File: config.mk
export PLATFORM = sky130hd
export DESIGN_NAME = cu_scheduler
export DESIGN_NICKNAME = d
export VERILOG_FILES = /design/src/rtl/cu_scheduler.sv
export SDC_FILE = /design/constraint.sdc
export NUM_CORES = 1
export LEC_CHECK = 0
export BUFFER_PORTS_ARGS = -buffer_cell sky130_fd_sc_hd__buf_2
export CAP_MARGIN = 10
export CORE_MARGIN = 10
export CORE_UTILIZATION = 50
export DETAILED_ROUTE_END_ITERATION = 6
export GPL_ROUTABILITY_DRIVEN = 0
export GPL_TIMING_DRIVEN = 0
export PLACE_DENSITY = 0.86
export SYNTH_ARGS = -nofsm -noshare
export SYNTH_HDL_FRONTEND = slang
export SYNTH_SLANG_ARGS = --single-unit
File: constraint.sdc
create_clock -name clk_i -period 3.5 [get_ports clk_i]
set_input_delay 1.05 -clock clk_i [delete_from_list [all_inputs] [get_ports clk_i]]
set_output_delay 1.05 -clock clk_i [all_outputs]
set_load 0.02 [all_outputs]
File: src/rtl/cu_scheduler.sv
// cu_scheduler: sequences chunk-pair loads into a compute unit, captures the
// running partial sum it returns, and writes one finished sum per output into
// the output buffer.
//
// Optional feature: define CU_SCHED_PSUM_LOAD_EN to preload each output's
// partial sum from the output buffer (FETCH/FETCH_WAIT) before its first
// chunk, so a job accumulates on top of an earlier pass. Without the macro
// every output starts at zero and the buffer is never read.
//
// Reset is synchronous and active-low (rst_i == 0 at a rising edge).
// All control outputs are decoded from the registered state, so they read 0
// the cycle after reset. The write strobe and done pulse are also masked by
// abort_i, so an aborted cycle never writes or signals completion.

module cu_scheduler #(
  parameter int CHUNK_CNT_W     = 8,
  parameter int OUT_ADDR_W      = 6,
  parameter int OUTPUT_BUF_SIZE = 32
) (
  input  logic                       clk_i,
  input  logic                       rst_i,
  input  logic                       start_i,
  input  logic [CHUNK_CNT_W-1:0]     num_chunks_i,
  input  logic [OUT_ADDR_W:0]        num_outputs_i,
  input  logic                       abort_i,
  output logic                       busy_o,
  output logic                       done_o,
  output logic                       err_o,
  output logic                       src_req_o,
  output logic [CHUNK_CNT_W-1:0]     src_chunk_idx_o,
  output logic [OUT_ADDR_W-1:0]      src_out_idx_o,
  input  logic                       src_ack_i,
  input  logic                       cu_acc_val_i,
  input  logic [OUTPUT_BUF_SIZE-1:0] cu_acc_dat_i,
  output logic [OUTPUT_BUF_SIZE-1:0] cu_acc_dat_o,
  output logic                       obuf_rd_en_o,
  input  logic [OUTPUT_BUF_SIZE-1:0] obuf_rd_dat_i,
  output logic                       obuf_wr_en_o,
  output logic [OUT_ADDR_W-1:0]      obuf_addr_o,
  output logic [OUTPUT_BUF_SIZE-1:0] obuf_wr_dat_o
);

  typedef enum logic [2:0] {
    S_IDLE       = 3'd0,
    S_FETCH      = 3'd1,
    S_FETCH_WAIT = 3'd2,
    S_LOAD       = 3'd3,
    S_COMPUTE    = 3'd4,
    S_WRITEBACK  = 3'd5,
    S_DONE       = 3'd6
  } state_t;

  localparam logic [CHUNK_CNT_W-1:0] CHUNK_ONE   = CHUNK_CNT_W'(1);
  localparam logic [OUT_ADDR_W-1:0]  OUT_IDX_ONE = OUT_ADDR_W'(1);
  localparam logic [OUT_ADDR_W:0]    OUT_CNT_ONE = (OUT_ADDR_W + 1)'(1);

`ifdef CU_SCHED_PSUM_LOAD_EN
  // Every output begins by fetching its previous partial sum.
  localparam state_t FIRST_STATE = S_FETCH;
`else
  // Every output begins directly with its first chunk load, psum at zero.
  localparam state_t FIRST_STATE = S_LOAD;
  // The read data port only exists for the preload path.
  logic unused_rd_dat;
  assign unused_rd_dat = ^obuf_rd_dat_i;
`endif

  state_t                       state_reg, state_next;
  logic [CHUNK_CNT_W-1:0]       num_chunks_reg, num_chunks_next;
  logic [OUT_ADDR_W:0]          num_outputs_reg, num_outputs_next;
  logic [CHUNK_CNT_W-1:0]       chunk_cnt_reg, chunk_cnt_next;
  logic [OUT_ADDR_W-1:0]        out_idx_reg, out_idx_next;
  logic [OUTPUT_BUF_SIZE-1:0]   psum_reg, psum_next;
  logic                         err_reg, err_next;

  logic                         job_empty;
  logic                         last_chunk;
  logic                         last_output;
  logic                         illegal_acc;
  logic                         illegal_ack;

  // A zero count in either dimension means there is nothing to schedule.
  assign job_empty   = (num_chunks_i == '0) || (num_outputs_i == '0);
  // Counts are latched non-zero for any real job, so the minus-one never wraps.
  assign last_chunk  = (chunk_cnt_reg == (num_chunks_reg - CHUNK_ONE));
  assign last_output = ({1'b0, out_idx_reg} == (num_outputs_reg - OUT_CNT_ONE));
  // Handshake events arriving in the wrong state are protocol errors.
  assign illegal_acc = cu_acc_val_i && (state_reg != S_COMPUTE);
  assign illegal_ack = src_ack_i && (state_reg != S_LOAD);

  // Datapath outputs are straight register taps and stay stable between updates.
  assign src_chunk_idx_o = chunk_cnt_reg;
  assign src_out_idx_o   = out_idx_reg;
  assign cu_acc_dat_o    = psum_reg;
  assign obuf_addr_o     = out_idx_reg;
  assign obuf_wr_dat_o   = psum_reg;
  assign err_o           = err_reg;

  // Next-state, counter and partial-sum update plus state-decoded strobes.
  always_comb begin
    state_next       = state_reg;
    num_chunks_next  = num_chunks_reg;
    num_outputs_next = num_outputs_reg;
    chunk_cnt_next   = chunk_cnt_reg;
    out_idx_next     = out_idx_reg;
    psum_next        = psum_reg;
    err_next         = err_reg;
    busy_o           = (state_reg != S_IDLE);
    done_o           = 1'b0;
    src_req_o        = 1'b0;
    obuf_rd_en_o     = 1'b0;
    obuf_wr_en_o     = 1'b0;

    // Out-of-state events only raise the sticky flag; they change nothing else.
    if (illegal_acc || illegal_ack) begin
      err_next = 1'b1;
    end

    case (state_reg)
      S_IDLE: begin
        if (start_i) begin
          num_chunks_next  = num_chunks_i;
          num_outputs_next = num_outputs_i;
          chunk_cnt_next   = '0;
          out_idx_next     = '0;
          psum_next        = '0;
          err_next         = 1'b0;
          state_next       = job_empty ? S_DONE : FIRST_STATE;
        end
      end

`ifdef CU_SCHED_PSUM_LOAD_EN
      S_FETCH: begin
        obuf_rd_en_o = 1'b1;
        state_next   = S_FETCH_WAIT;
      end

      S_FETCH_WAIT: begin
        // Buffer read data arrives one cycle after the read strobe.
        psum_next  = obuf_rd_dat_i;
        state_next = S_LOAD;
      end
`endif

      S_LOAD: begin
        src_req_o = 1'b1;
        if (src_ack_i) begin
          state_next = S_COMPUTE;
        end
      end

      S_COMPUTE: begin
        if (cu_acc_val_i) begin
          // The compute unit returns the full running sum; store it as-is.
          psum_next = cu_acc_dat_i;
          if (last_chunk) begin
            state_next = S_WRITEBACK;
          end else begin
            chunk_cnt_next = chunk_cnt_reg + CHUNK_ONE;
            state_next     = S_LOAD;
          end
        end
      end

      S_WRITEBACK: begin
        obuf_wr_en_o = !abort_i;
        if (last_output) begin
          state_next = S_DONE;
        end else begin
          out_idx_next   = out_idx_reg + OUT_IDX_ONE;
          chunk_cnt_next = '0;
          psum_next      = '0;
          state_next     = FIRST_STATE;
        end
      end

      S_DONE: begin
        done_o     = !abort_i;
        state_next = S_IDLE;
      end

      default: begin
        state_next = S_IDLE;
      end
    endcase

    // Abort wins over everything else that happened this cycle.
    if (abort_i && (state_reg != S_IDLE)) begin
      state_next       = S_IDLE;
      num_chunks_next  = num_chunks_reg;
      num_outputs_next = num_outputs_reg;
      chunk_cnt_next   = chunk_cnt_reg;
      out_idx_next     = out_idx_reg;
      psum_next        = psum_reg;
      err_next         = err_reg;
    end
  end

  // State and datapath registers with synchronous active-low reset.
  always_ff @(posedge clk_i) begin
    if (!rst_i) begin
      state_reg       <= S_IDLE;
      num_chunks_reg  <= '0;
      num_outputs_reg <= '0;
      chunk_cnt_reg   <= '0;
      out_idx_reg     <= '0;
      psum_reg        <= '0;
      err_reg         <= 1'b0;
    end else begin
      state_reg       <= state_next;
      num_chunks_reg  <= num_chunks_next;
      num_outputs_reg <= num_outputs_next;
      chunk_cnt_reg   <= chunk_cnt_next;
      out_idx_reg     <= out_idx_next;
      psum_reg        <= psum_next;
      err_reg         <= err_next;
    end
  end

endmodule

---- Word level (Yosys, flattened, before mapping) ----
Cells that the tools add are included.
storage, ports and cells
  bits of input ports ..................... 85
  bits in registers ....................... 65
  word-level logic and storage cells ...... 69
cells by class
  bitwise gates (word level) .............. 2
  reductions and logical operators ........ 18
  add/sub/neg operators ................... 4
  muxes and demuxes ....................... 25
  eq/ne operators ......................... 13
operators with widths
  cell                                              number
  two-way mux 32 bit                                3
  case mux 32 bit (3 select lines)                  1
  two-way mux 8 bit                                 4
  case mux 8 bit (3 select lines)                   1
  two-way mux 3 bit                                 6
  two-way mux 6 bit                                 2
  case mux 3 bit (4 select lines)                   1
  case mux 6 bit (2 select lines)                   1
  inequality test 2 bit, second input constant      5
  equality test 3 bit, second input constant        3
  adder 8 x 1 -> 8 bit, second input constant       1
  equality test 8 bit                               1
  logical NOT 8 bit                                 1
  subtractor 8 x 1 -> 8 bit, second input constant  1
  equality test 6 x 7 -> 1 bit                      1
  logical NOT 7 bit                                 1
  subtractor 7 x 1 -> 7 bit, second input constant  1
  adder 6 x 1 -> 6 bit, second input constant       1
  two-way mux 1 bit                                 6
  AND reduction 3 bit                               2
  AND reduction 6 bit                               1
  nonzero test 3 bit                                2
  AND reduction 5 bit                               1
  AND reduction 4 bit                               1
  other kinds (10)                                  14

---- Longest topological paths before layout ----
  depth in word-level cells ............... 6
  mapped depth ............................ 10

---- Worst setup path before layout ----
OpenSTA, ideal clock, no wires.
  path type ............................... in2reg
  start ................................... input port start_i
  end ..................................... register chunk_cnt_reg[6] (netlist: src_chunk_idx_o[6])
  library setup time ...................... 0.072 ns
  path buffers ............................ 2
  data arrival time ....................... 2.458 ns
  path slack .............................. 0.970 ns
  stages .................................. 8
  path through ............................ or3b_4 > o21ai_0 > nand2b_1 > a21o_1 > buf_6 > buf_2 > nor4_2 > mux2i_1
on the way
  longest elaborated chain between the ends .. 2
ends and longest elaborated chain
  element                          line  RTL
  from (decl)                      22    input logic start_i,
  inequality test 2 bit (no line)  -
  AND reduction 6 bit (no line)    -
  to (signal assigned)             213   chunk_cnt_reg <= chunk_cnt_next;
  to (decl)                        71    logic [CHUNK_CNT_W-1:0] chunk_cnt_reg, chunk_cnt_next;
Every way passes these cells.
A chain may end at the register's enable or synchronous reset.

---- Worst setup path after layout ----
  start ................................... register state_reg[0]
  end ..................................... output port obuf_wr_en_o
on the way
  longest elaborated chain between the ends .. 2
ends and longest elaborated chain
  element                 line  RTL
  from (decl)             68    state_t state_reg, state_next;
  from (signal assigned)  210   state_reg <= state_next;
  equality test 3 bit     119   case (state_reg)
  two-way mux 1 bit       119
  to (decl)               38    output logic obuf_wr_en_o,
Every way passes these cells.

==> results.yml <==
layout:
  multi_input_area_um2: 1740
  antenna_cells: 0
  fillCellCount: 583
  fin_nets: 654
  stdcell_area_um2: 4550
  regArea_um2: 1300
  area_growth_pct: 30.1
  largest_register_ffs: 32
  drive_gt1_share_pct: 37.4
cts:
  holdBufCountCts: 0
  clock_sinks: 65
  tritoncts: "built"
  clkLatencyLatePin_ns: 0.35
  clkSlewWorstSetupHoldPaths_ns: 0.07
  cts-root-buf: "clkbuf_8"
  post-cts-setup-buffers: 0
  numCtsBuffers: 9
  htree_levels: 3
  post_cts_resized: 0
  clockBufferDepth: 2
global_route:
  grt_usage_pct: 18.3
  overflow: 0
  antenna_found_initial: 0
  grt_pass1_wl_mm: 16.6
  grt_pass1_vias: 3511
  grt_max_degree: 14
synthesis:
  syn_inst: 413
  ys_seq_area_share_pct: 37.2
  synth-main-ff-cell: "dfxtp_1"
  synth_edf_count: 0
  netlist_area_um2: 3490
  synth_warnings: 0
  post_synth.cell_area_avg_um2: 8.46
  synth_seq_cells: 65
  syn_nets: 502
  ys_types: 53
  async_flop_share_pct: 0
setup_path:
  worst_r2r_endpoint: "cu_acc_dat_o[13]"
  critPathLaunchType: "register"
  cp_max_fo: 10
  worstRegToRegCells: 9
  cp-startpoint: "state_reg[0]"
  required_ns: 2.45
  worstSetupPathType: "register to output port"
  reg2reg_setup_slack_ns: 0.87
  regToRegStartpoint: "num_outputs_reg[0]"
  crit_arrival_ns: 1.65
  crit_path_end_kind: "output port"
  worstSetupEndpoint: "obuf_wr_en_o"
floorplanning:
  core_area_um2: 6790
  io_pins: 175
  dieArea_um2: 10700
  die-width_um: 104
  start_util_pct: 51.4
  die_h_um: 104
  rows: 30
drt:
  viasPerCell: 5.18
  drt_wl_total_mm: 10.1
  vias: 3448
  drc: 0
  ant_nets: 0
  first_pass_iters: 4
  drtIter0Drc: 170
  wl_per_cell_um: 15.1
power:
  ir_drop_mv: 0.289
  power_mw: 2.09
  p_leak_nw: 2.33
  powerDensity_nw_per_um2: 459
timing:
  hold_violations: 0
  finalWorstSetupSlack_ns: 0.803
  slew_headroom_pct: 53.0
  rsz0062_at_grt: "no"
  fin_crit_sh_pct: 77.1
  finalClockSkew_ns: 0.00869
  worst_pin_slew_ns: 0.699
  clock.fmax_ghz: 0.371
  whs_ns: 0.487
  tns_ns: 0
  finalSetupViolCount: 0
  period_minus_slack_ns: 2.70
  slew_viol_final: 0
placement:
  port_buffers: 141
  preCtsSetupSlack_ns: 0.657
  dp_hpwl_mm: 8.01
  placed_area_um2: 4320
job:
  cap_violations: 0
worst_hold_path:
  hp-class: "register to register"
outcome:
  status: "complete, no violations"
[synthesized netlist by cell type (2+ instances only)]
library cell	number	area [µm²]
nor4_2	2	25.0
nor2_1	46	173
or3_1	5	31.3
buf_4	42	315
buf_6	2	22.5
o211a_1	2	20.0
buf_2	6	30.0
nand4_1	2	12.5
a21oi_1	31	155
o31ai_1	3	22.5
or4_1	6	45.0
xor2_1	7	61.3
nor4_1	5	31.3
nand3b_1	2	15.0
ha_1	4	50.1
a211oi_1	3	22.5
a31oi_1	3	18.8
clkbuf_1	10	37.5
and3_1	2	12.5
nand3_1	12	60.1
inv_1	12	45.0
a221oi_1	2	17.5
nand2b_1	2	12.5
o21ai_1	4	20.0
o21ba_1	2	20.0
o21ai_0	8	40.0
nor3_1	9	45.0
mux2i_1	36	360
nand2_1	42	158
dfxtp_1	65	1300
a21o_1	3	22.5
a2111o_1	2	22.5
xnor2_1	10	87.6
and4_1	2	17.5
[how the worst min path moves through the flow]
stage | startpoint | endpoint | slack [ns] | depth (start not counted)
floorplan | num_chunks_reg[7] | num_chunks_reg[7] | 0.45 | 2
global placement | num_chunks_reg[7] | num_chunks_reg[7] | 0.46 | 2
detailed placement | num_outputs_reg[6] | num_outputs_reg[6] | 0.48 | 2
CTS | num_outputs_reg[6] | num_outputs_reg[6] | 0.49 | 2
global route | num_chunks_reg[7] | num_chunks_reg[7] | 0.52 | 2
finish | num_outputs_reg[6] | num_outputs_reg[6] | 0.49 | 2
[area by class of cell]
| type | count | share of cell area, % |
|---|---|---|
| clock inverters | 7 | 2.26 |
| repair buffers | 141 | 15.5 |
| inverters | 12 | 0.991 |
| well taps | 96 | 2.64 |
| flip-flops and latches | 65 | 28.6 |
| plain buffers | 61 | 9.00 |
| multi-input cells | 275 | 38.2 |
| clock buffers | 9 | 2.73 |
[report_power, final]
part | leakage (nW) | internal [mW] | switching (mW)
registers | 0.530 | 0.786 | 0.0453
logic | 1.69 | 0.226 | 0.301
clock network | 0.110 | 0.408 | 0.319
[routing by layer]
metal	track usage (%)	wire length (µm)	vias to the layer above
met1	19.9	3970	1585
met2	32.7	5240	136
met4	6.65	148	0
met3	5.27	722	18
met5	0	0	-
li1	-	-	1709
[cell families after synthesis]
group	count (synthesis)	synth area share [%]
AO/OA/AOI/OAI	74	13.8
XOR/XNOR	17	4.26
adder cells (fa/ha/maj)	4	1.43
buffers and inverters	73	13.0
flip-flops	65	37.2
multiplexers	36	10.3
other	1	0.107
AND/OR/NAND/NOR	143	19.9
[worst max-delay path, cell delays in order (launching register included)]
cell and delay (ns):
dfxtp_1 0.34, clkbuf_1 0.35, nand3b_1 0.22, nor2_1 0.19, buf_2 0.20
[per-stage QoR]
stage                     utilization, %  std cells
after floorplan                        -        413
after global placement              63.6        650
after detailed placement            63.6        650
after CTS                           66.9        666
after global routing                66.9        666
final                               66.9        666
[cells in the final DEF (no fill, tap or decap), types with 2 or more instances in the layout]
| cell | synthesis | routed |
|---|---|---|
| ha_1 | 4 | 4 |
| nor4_2 | 2 | 2 |
| clkbuf_8 | 0 | 9 |
| mux2i_1 | 36 | 36 |
| a2111o_1 | 2 | 2 |
| buf_6 | 2 | 2 |
| or4_1 | 6 | 6 |
| buf_4 | 42 | 42 |
| nand4_1 | 2 | 2 |
| nor4_1 | 5 | 5 |
| a221oi_1 | 2 | 2 |
| a211oi_1 | 3 | 3 |
| o21ba_1 | 2 | 2 |
| a21o_1 | 3 | 3 |
| and4_1 | 2 | 2 |
| nand3b_1 | 2 | 2 |
| xor2_1 | 7 | 7 |
| nand2_1 | 42 | 42 |
| o211a_1 | 2 | 2 |
| bufinv_16 | 0 | 2 |
| nor3_1 | 9 | 9 |
| nand3_1 | 12 | 12 |
| inv_1 | 12 | 12 |
| o31ai_1 | 3 | 3 |
| dfxtp_1 | 65 | 65 |
| clkbuf_1 | 10 | 10 |
| or3_1 | 5 | 5 |
| o21ai_1 | 4 | 4 |
| inv_6 | 0 | 2 |
| xnor2_1 | 10 | 10 |
| clkinv_4 | 0 | 2 |
| a31oi_1 | 3 | 3 |
| nand2b_1 | 2 | 2 |
| and3_1 | 2 | 2 |
| a21oi_1 | 31 | 31 |
| nor2_1 | 46 | 46 |
| o21ai_0 | 8 | 8 |
| buf_2 | 6 | 147 |
Note: power is estimated with default switching activity, not from simulation.
